### config.mk
export PLATFORM = sky130hd
export DESIGN_NAME = nibble_in_port_flat
export DESIGN_NICKNAME = d
export VERILOG_FILES = /design/src/rtl/nibble_in_port_if.sv /design/src/rtl/nibble_in_port.sv /design/src/flat_wrapper.sv
export SDC_FILE = /design/constraint.sdc
export NUM_CORES = 1
export LEC_CHECK = 0
export CELL_PAD_IN_SITES_DETAIL_PLACEMENT = 0
export CELL_PAD_IN_SITES_GLOBAL_PLACEMENT = 1
export CORE_MARGIN = 2
export CORE_UTILIZATION = 42
export CTS_CLUSTER_DIAMETER = 200
export DETAILED_ROUTE_END_ITERATION = 10
export GPL_ROUTABILITY_DRIVEN = 0
export PLACE_DENSITY = 0.86
export RECOVER_POWER = 100
export SYNTH_ARGS = -nofsm -noshare
export SYNTH_HDL_FRONTEND = slang
export SYNTH_SLANG_ARGS = --single-unit
### constraint.sdc
create_clock -name clk -period 2.33 [get_ports clk]
set_input_delay 0.5825 -clock clk [delete_from_list [all_inputs] [get_ports clk]]
set_output_delay 0.5825 -clock clk [all_outputs]
set_load 0.05 [all_outputs]
### src/rtl/nibble_in_port_if.sv
// Bus bundle for the nibble input port: external push handshake, processor pop side, status.
// Carries ext_parity/par_err only when INPORT_PARITY_EN is defined.
interface nibble_in_port_if #(
   parameter int DATA_W = 4,
   parameter int DEPTH  = 4
);
   localparam int PTR_W = $clog2(DEPTH);

   logic              ext_valid;
   logic [DATA_W-1:0] ext_data;
   logic              ext_ready;
   logic              rd_en;
   logic [DATA_W-1:0] rd_data;
   logic              rd_valid;
   logic              clear;
   logic [PTR_W:0]    count;
   logic              full;
   logic              empty;
`ifdef INPORT_PARITY_EN
   logic              ext_parity;
   logic              par_err;
`endif

   // Producer and processor side.
   modport master (
`ifdef INPORT_PARITY_EN
      output ext_parity,
      input  par_err,
`endif
      output ext_valid, ext_data, rd_en, clear,
      input  ext_ready, rd_data, rd_valid, count, full, empty
   );

   // The port itself.
   modport slave (
`ifdef INPORT_PARITY_EN
      input  ext_parity,
      output par_err,
`endif
      input  ext_valid, ext_data, rd_en, clear,
      output ext_ready, rd_data, rd_valid, count, full, empty
   );
endinterface

### src/rtl/nibble_in_port.sv
// Input port of the 4-bit core: small show-ahead FIFO between an external producer and IN.
// Optional odd-parity check on pushed nibbles is enabled by defining INPORT_PARITY_EN.
module nibble_in_port #(
   parameter int DATA_W = 4,
   parameter int DEPTH  = 4
) (
   input  logic            clk,
   input  logic            reset,
   nibble_in_port_if.slave bus
);
   localparam int PTR_W = $clog2(DEPTH);

   typedef logic [PTR_W-1:0] ptr_t;
   typedef logic [PTR_W:0]   cnt_t;

   localparam ptr_t PTR_ONE  = ptr_t'(1);
   localparam cnt_t CNT_ONE  = cnt_t'(1);
   localparam cnt_t CNT_FULL = cnt_t'(DEPTH);

   logic [DATA_W-1:0] mem [DEPTH];
   ptr_t              wr_ptr;
   ptr_t              rd_ptr;
   cnt_t              count_q;

   logic full_w;
   logic empty_w;
   logic ready_w;
   logic do_push;
   logic do_pop;
   logic do_write;

   // Status comes from the occupancy count alone, so full and empty never alias.
   assign empty_w = (count_q == '0);
   assign full_w  = (count_q == CNT_FULL);

   // Ready looks only at registered state plus clear/reset: a pop cannot open a slot early.
   assign ready_w = !full_w && !bus.clear && !reset;
   assign do_push = bus.ext_valid && ready_w;
   assign do_pop  = bus.rd_en && !empty_w;

`ifdef INPORT_PARITY_EN
   logic par_ok;
   logic par_err_q;

   // Odd parity: data bits plus parity bit hold an odd number of ones.
   assign par_ok   = (bus.ext_parity == ~^bus.ext_data);
   // A bad nibble still completes its handshake but is never written.
   assign do_write = do_push && par_ok;

   always_ff @(posedge clk or posedge reset) begin
      if (reset) begin
         par_err_q <= 1'b0;
      end else if (bus.clear) begin
         par_err_q <= 1'b0;
      end else if (do_push && !par_ok) begin
         par_err_q <= 1'b1;
      end
   end

   assign bus.par_err = par_err_q;
`else
   assign do_write = do_push;
`endif

   // NOTE: sequential state uses non-blocking assignments so every register samples pre-edge values.
   always_ff @(posedge clk or posedge reset) begin
      if (reset) begin
         wr_ptr  <= '0;
         rd_ptr  <= '0;
         count_q <= '0;
      end else if (bus.clear) begin
         wr_ptr  <= '0;
         rd_ptr  <= '0;
         count_q <= '0;
      end else begin
         if (do_write) wr_ptr <= wr_ptr + PTR_ONE;
         if (do_pop)   rd_ptr <= rd_ptr + PTR_ONE;
         case ({do_write, do_pop})
            2'b10:   count_q <= count_q + CNT_ONE;
            2'b01:   count_q <= count_q - CNT_ONE;
            default: count_q <= count_q;
         endcase
      end
   end

   // NOTE: the storage array has no reset; rd_data is masked while empty so stale contents never leak.
   always_ff @(posedge clk) begin
      if (do_write) mem[wr_ptr] <= bus.ext_data;
   end

   assign bus.ext_ready = ready_w;
   assign bus.rd_valid  = !empty_w;
   assign bus.rd_data   = empty_w ? '0 : mem[rd_ptr];
   assign bus.count     = count_q;
   assign bus.full      = full_w;
   assign bus.empty     = empty_w;
endmodule
### src/flat_wrapper.sv
// flat-port wrapper written by rule: the top's interface ports become plain ports
module nibble_in_port_flat 
#(
   parameter int DATA_W = 4,
   parameter int DEPTH  = 4
)
  (clk, reset, bus_ext_valid, bus_ext_data, bus_rd_en, bus_clear, bus_ext_ready, bus_rd_data, bus_rd_valid, bus_count, bus_full, bus_empty);
  nibble_in_port_if #(.DATA_W(DATA_W), .DEPTH(DEPTH)) bus_i ();
  input  logic clk;
  input  logic reset;
  input wire logic [$bits(bus_i.ext_valid)-1:0] bus_ext_valid;
  input wire logic [$bits(bus_i.ext_data)-1:0] bus_ext_data;
  input wire logic [$bits(bus_i.rd_en)-1:0] bus_rd_en;
  input wire logic [$bits(bus_i.clear)-1:0] bus_clear;
  output wire logic [$bits(bus_i.ext_ready)-1:0] bus_ext_ready;
  output wire logic [$bits(bus_i.rd_data)-1:0] bus_rd_data;
  output wire logic [$bits(bus_i.rd_valid)-1:0] bus_rd_valid;
  output wire logic [$bits(bus_i.count)-1:0] bus_count;
  output wire logic [$bits(bus_i.full)-1:0] bus_full;
  output wire logic [$bits(bus_i.empty)-1:0] bus_empty;
  assign bus_i.ext_valid = bus_ext_valid;
  assign bus_i.ext_data = bus_ext_data;
  assign bus_i.rd_en = bus_rd_en;
  assign bus_i.clear = bus_clear;
  assign bus_ext_ready = bus_i.ext_ready;
  assign bus_rd_data = bus_i.rd_data;
  assign bus_rd_valid = bus_i.rd_valid;
  assign bus_count = bus_i.count;
  assign bus_full = bus_i.full;
  assign bus_empty = bus_i.empty;
  nibble_in_port #(.DATA_W(DATA_W), .DEPTH(DEPTH)) u_core (.clk(clk), .reset(reset), .bus(bus_i));
endmodule
==> flow_summary.toml <==
[final_layout]
syn2layout_area_growth_pct = 24.36
nFillCells = 209
instances_no_fill = 131
layout_common_cells = "edfxtp_1, nor2_1, buf_4, clkdlybuf4s50_1"
fin_util = 0.5570
fin_nets = 116
layout_commonest_cell = "edfxtp_1"
layout-drive-gt1-share = 0.2772
multi_input_area_um2 = 439.2
seqCellArea_um2 = 660.6
diodes = 0
final_cell_area_mm2 = 0.001405

[hold_path]
hold_path_depth = 2
holdCritPathClass = "reg2reg"
hold_start = "u_core.wr_ptr[1]"
hold-path-endpoint = "u_core.wr_ptr[1]"

[timing]
rsz0062_at_grt = "no"
finalHoldViolations = 0
skew_ns = 0.001199
tightest_slew_ns = 0.4949
drv_slew = 0
whs_ns = 0.6019
setup_viol = 0
relSlewSlack = 0.6690
max_freq_mhz = 440.5
period_share = 0.9744
fin_crit_ns = 2.270

[pwr]
pwr-share-comb = 0.588
p_int_w = 0.0009823
pwr-share-clk = 0.096
power_leakage_nw = 0.5449
power.density_mw_per_mm2 = 1284
p_sw_w = 0.0008212
ir_worst_vdd_mv = 1.199
power.share.switching = 0.4553
p_seq_frac = 0.316

[synthesis]
synth_seq_cells = 23
ys_seq_area_frac = 0.5803
synth_area_leader_cell = "edfxtp_1"
ys_warn_count = 0
synth-edff-count = 16
avgSynthCellArea_um2 = 14.67
synth_area_leaders = "edfxtp_1, dfrtp_1, mux4_2"
synth_flop_cell = "edfxtp_1"
yosys.area_share.adder = 0.06202
synth_compound_area_frac = 0.01883
synth_simple_gate_area_frac = 0.1473
synth_area_mm2 = 0.001130
syn_nets = 91
synth_top_family_by_area = "simple AND/OR/NAND/NOR gates"
synthDistinctLibCells = 27
async_reset_ff_frac = 0.3043
synthXorXnorAreaFrac = 0.03765
synth_cells = 77
yosysTopAreaCellShare = 0.4252
synth_mux_area_frac = 0.1207

[clocking]
worstSkewPairLatency_ns = 0.30
numCtsBuffers = 3
cts_max_path_buffers = 2
cts_tree = "yes"
htreeDepth = 1
clk_pin_slew_worst_paths_ns = 0.11
clkSinkCount = 23
cts_setup_buffers = 0
hold_buffers = 0
root_buffer = "clkbuf_4"

[die]
io_pins = 20
die-width_um = 55.87
die_h_um = 55.87
start_util = 0.4479
core_mm2 = 0.002522
dieArea_mm2 = 0.003121
rows = 18

[critical_path]
slowest_delay_ns = 0.41
cp-start-kind = "input pin"
rr_startpoint = "u_core.bus.count[0]"
worst-path-buf-inv = 3
required_ns = 1.75
crit_fanout = 11
path_cells = "clkdlybuf4s50_1, buf_4, nor3_1, buf_12"
cpLargestDelayFamily = "buffers and inverters"
cp-end-kind = "output port"
crit_slowest_cell = "clkdlybuf4s50_1"
cp.arrival_ns = 1.69
reg2reg_to = "u_core.bus.count[2]"
r2r_slack_ns = 0.23
critPathKind = "in2out"
reg2reg_depth = 6

[drt]
drtIter0Drc = 11
drtPass1Iterations = 4
viasPerCell = 4.824
drtAntennaViolNets = 0
dr_total_vias = 632
wl_per_cell_um = 13.27
drc = 0
wirelength_mm = 1.739

[placed_design]
hpwl_mm = 1.405
dp.cells = 127
io_buffers = 19
placed_area_mm2 = 0.001391

[global_routing]
grt_max_degree = 13
grt.total_usage = 0.1264
grt_pass1_vias = 623
grt_first_pass_wirelength_mm = 2.960
grt_overflow = 0
antenna_found_initial = 0

[run]
drv_cap = 0

[outcome]
outcome = "finished clean"
==> worst max path at each step <==
stage | from | to | slack (ns) | depth (start not counted)
floorplan | u_core.bus.count[2] | u_core.bus.count[2] | -0.18 | 8
global placement | bus_clear | u_core.bus.count[2] | -0.13 | 8
CTS | bus_clear | bus_ext_ready | 0.05 | 4
finish | bus_clear | bus_ext_ready | 0.06 | 4
global route | bus_clear | bus_ext_ready | 0.02 | 4
detailed placement | bus_clear | u_core.bus.count[2] | -0.16 | 8
==> power by group through the flow <==
| stage | clock, W | combinational, W | sequential, W |
|---|---|---|---|
| 4_1_cts | 0.000175 | 0.00108 | 0.000575 |
| 3_5_place_dp | 0 | 0.00107 | 0.000583 |
| 5_1_grt | 0.000194 | 0.00111 | 0.000584 |
| 2_1_floorplan | 0 | 0.000692 | 0.000626 |
| 6_report | 0.000173 | 0.00106 | 0.000570 |
| 3_3_place_gp | 0 | 0.00106 | 0.000580 |
==> repair_timing <==
item                                   4_1_cts  5_1_grt
setup endpoints to repair                    3        4
endpoints found under the hold margin        0        0
pin swaps                                    0        0
resized for setup                            1        1
==> cell usage after synthesis, types with 2 or more instances <==
cell type  count
mux4_2         4
nor2b_1        2
mux2i_1        2
xor2_1         2
dfrtp_1        7
edfxtp_1      16
inv_1          4
nand2b_1       2
clkbuf_1       3
and2_1         8
nor2_1         8
ha_1           4
==> worst reg2reg max path: cells and delay by family (launching register included) <==
family          cells  cell delay [ns]
simple gates        2             0.24
flops               1             0.49
fa+ha+maj           1             0.36
mux                 1             0.30
compound gates      2             0.60
==> registers in the layout, summed over array words and instances (netlist names) <==
register and count:
u_core.rd_ptr 2, u_core.mem 16, u_core.wr_ptr 2, u_core.bus.count 3
==> metrics by stage <==
stage | power (W) | TNS [ns] | worst slack [ns]
floorplan | 0.001318 | -0.2976 | -0.1809
global placement | 0.001644 | -0.1278 | -0.1278
detailed placement | 0.001658 | -0.1632 | -0.1632
CTS | 0.001825 | 0 | 0.04617
global route | 0.001891 | 0 | 0.02001
finish | 0.001804 | 0 | 0.05968
==> cell families after synthesis <==
group,count (synthesis)
multiplexers,8
buffers and inverters,8
adder cells (fa/ha/maj),5
XOR/XNOR,4
AO/OA/AOI/OAI,2
AND/OR/NAND/NOR,27
flip-flops,23
==> area by class of cell <==
class	count	area share
tap	30	0.02671
multi-input combinational	46	0.3126
inverter	4	0.01069
timing repair buffer	24	0.1612
sequential	23	0.4702
clock buffer	4	0.01870
==> layer usage <==
| layer | share of wire | vias up | global-route usage | wire length [µm] |
|---|---|---|---|---|
| li1 | - | 321 | - | - |
| met1 | 0.44 | 298 | 0.1583 | 765 |
| met5 | 0 | - | 0 | 0 |
| met2 | 0.51 | 11 | 0.2058 | 879 |
| met4 | 0.016 | 0 | 0.05102 | 27 |
| met3 | 0.038 | 2 | 0.03721 | 66 |
(Power assumes the default switching activity.)
==> edit (same settings) <==
`DATA_W` is set to 4 in 3 places; all go to 6.
--- a/src/rtl/nibble_in_port_if.sv
+++ b/src/rtl/nibble_in_port_if.sv
@@ -3,3 +3,3 @@
 interface nibble_in_port_if #(
-   parameter int DATA_W = 4,
+   parameter int DATA_W = 6,
    parameter int DEPTH  = 4
--- a/src/rtl/nibble_in_port.sv
+++ b/src/rtl/nibble_in_port.sv
@@ -3,3 +3,3 @@
 module nibble_in_port #(
-   parameter int DATA_W = 4,
+   parameter int DATA_W = 6,
    parameter int DEPTH  = 4
--- a/src/flat_wrapper.sv
+++ b/src/flat_wrapper.sv
@@ -3,3 +3,3 @@
 #(
-   parameter int DATA_W = 4,
+   parameter int DATA_W = 6,
    parameter int DEPTH  = 4
Interface: changed (resized bus_ext_data and bus_rd_data); port bits go from 20 to 24. No check against the original RTL was run, so the function may have changed too.
==> edit against the original RTL <==
  * Wire length is 39% higher
  * Cell area is 30% higher
  * Worst setup slack better by 7.6 ps
  * Critical endpoint is now bus_rd_data[2]
  * Sequential share of layout area is 2.4 points higher
  * Maximum frequency is 0.34% higher
  * Synthesized area is 28% higher
  * Non-clock buffer count is 9 higher
  * Synthesized cell count is 17% higher
  * Die area is 26% higher
  * Total power is 34% higher
  * Clock skew is 7.7 ps higher
  * Sequential cell count is 8 higher
  * Largest cell class unchanged
==> edit: results <==
metrics = {
    "detailed_routing": {
        "drtIter0Drc": 18,
        "wl_per_cell_um": 14.0,
        "vias": 804,
    },
    "synth": {
        "ys_types": 28,
        "synth_top_area_frac": 0.499,
        "synth-edff-count": 24,
        "synth-async-reset-ratio": 0.226,
        "yosys-top-cells-count": "edfxtp_1 (24), and2_1 (10), nor2_1 (8)",
        "syn_nets": 106,
        "ys_seq_area_frac": 0.620,
        "yosys-top-cells-area": "edfxtp_1 (50%), dfrtp_1 (12%), mux4_2 (9.4%)",
    },
    "cells_and_area": {
        "fillers": 288,
        "nNetsFinal": 141,
        "largest_reg_flops": 24,
        "drive_gt1_frac": 0.325,
    },
    "placed_design": {
        "dpl-instance-area_sq_um": 1760,
        "port_buffers": 23,
        "pre_cts_slack_ps": -256,
    },
    "power_and_ir_drop": {
        "p_leak_nw": 0.708,
        "irDropWorstVdd_mv": 0.350,
    },
    "worst_setup_path": {
        "cp_slowest_stage_delay_ps": 490,
        "critPathMaxFanout": 3,
        "critPathTopFamily": "multiplexers",
        "reg2reg_from": "u_core.bus.count[2]",
        "arrival_ps": 1680,
    },
    "global_route": {
        "grt_pass1_wl_um": 3880,
        "grt_usage": 0.136,
        "grt_max_degree": 12,
        "grt_pass1_vias": 807,
    },
    "timing": {
        "clock_skew_ps": 8.88,
        "whs_ps": 602,
        "finalCritPeriodShare": 0.971,
    },
    "clock_tree": {
        "cts_made_buffers": 5,
        "clock_latency_ps": 320,
    },
    "outcome": {
        "run_status": "complete, no violations",
    },
}
[edit: worst max path at each step]
stage / start / end / cells after the start
floorplan: u_core.bus.count[2] / u_core.bus.count[2] / 8
global placement: bus_clear / u_core.bus.count[2] / 8
detailed placement: bus_clear / u_core.bus.count[2] / 8
CTS: u_core.rd_ptr[0] / bus_rd_data[5] / 4
global route: u_core.rd_ptr[0] / bus_rd_data[2] / 4
finish: u_core.rd_ptr[0] / bus_rd_data[2] / 4
[edit: where the power goes]
group	switching (mW)	internal, mW	leakage [nW]
combinational	0.797	0.501	0.355
sequential	0.0576	0.646	0.308
clock	0.183	0.226	0.0452
total	1.04	1.37	0.708
[edit: area by class of cell]
| type | instances | share of cell area |
|---|---|---|
| Timing Repair Buffer | 33 | 0.150 |
| Multi-Input combinational cell | 50 | 0.272 |
| Clock buffer | 5 | 0.0206 |
| Clock inverter | 3 | 0.0240 |
| Sequential cell | 31 | 0.494 |
| Inverter | 4 | 0.00824 |
| Tap cell | 46 | 0.0316 |
[edit: kinds of logic after synthesis]
kind of cell | synth area share
buf+inv | 0.0347
mux | 0.126
compound gates | 0.00607
simple gates | 0.135
xor+xnor | 0.0295
fa+ha+maj | 0.0485
flops | 0.620
[edit: metrics by stage]
stage	total power, mW	utilization	std cells	TNS, ps
after CTS	2.50	0.556	170	0
after global placement	2.06	0.532	162	-170
after global routing	2.53	0.550	172	-31.3
after detailed placement	2.09	0.532	162	-256
after floorplan	1.66	-	90	-290
final	2.41	0.550	172	0
[edit: worst min-delay path, stage by stage (launching register included)]
cell,delay [ps]
dfrtp_1,400
mux2i_1,80
nor2_1,80
[edit: what timing repair did]
item / 4_1_cts / 5_1_grt
setup endpoints to repair: 0 / 7
resized for setup: 0 / 3
setup buffers: 0 / 2
hold buffers: 0 / 0
[edit: metal layers]
metal	up-vias	part of all wire	GRT usage
met5	-	0	0
met4	0	0.019	0.0667
met3	5	0.039	0.0523
met2	16	0.52	0.230
met1	390	0.42	0.150
li1	393	-	-
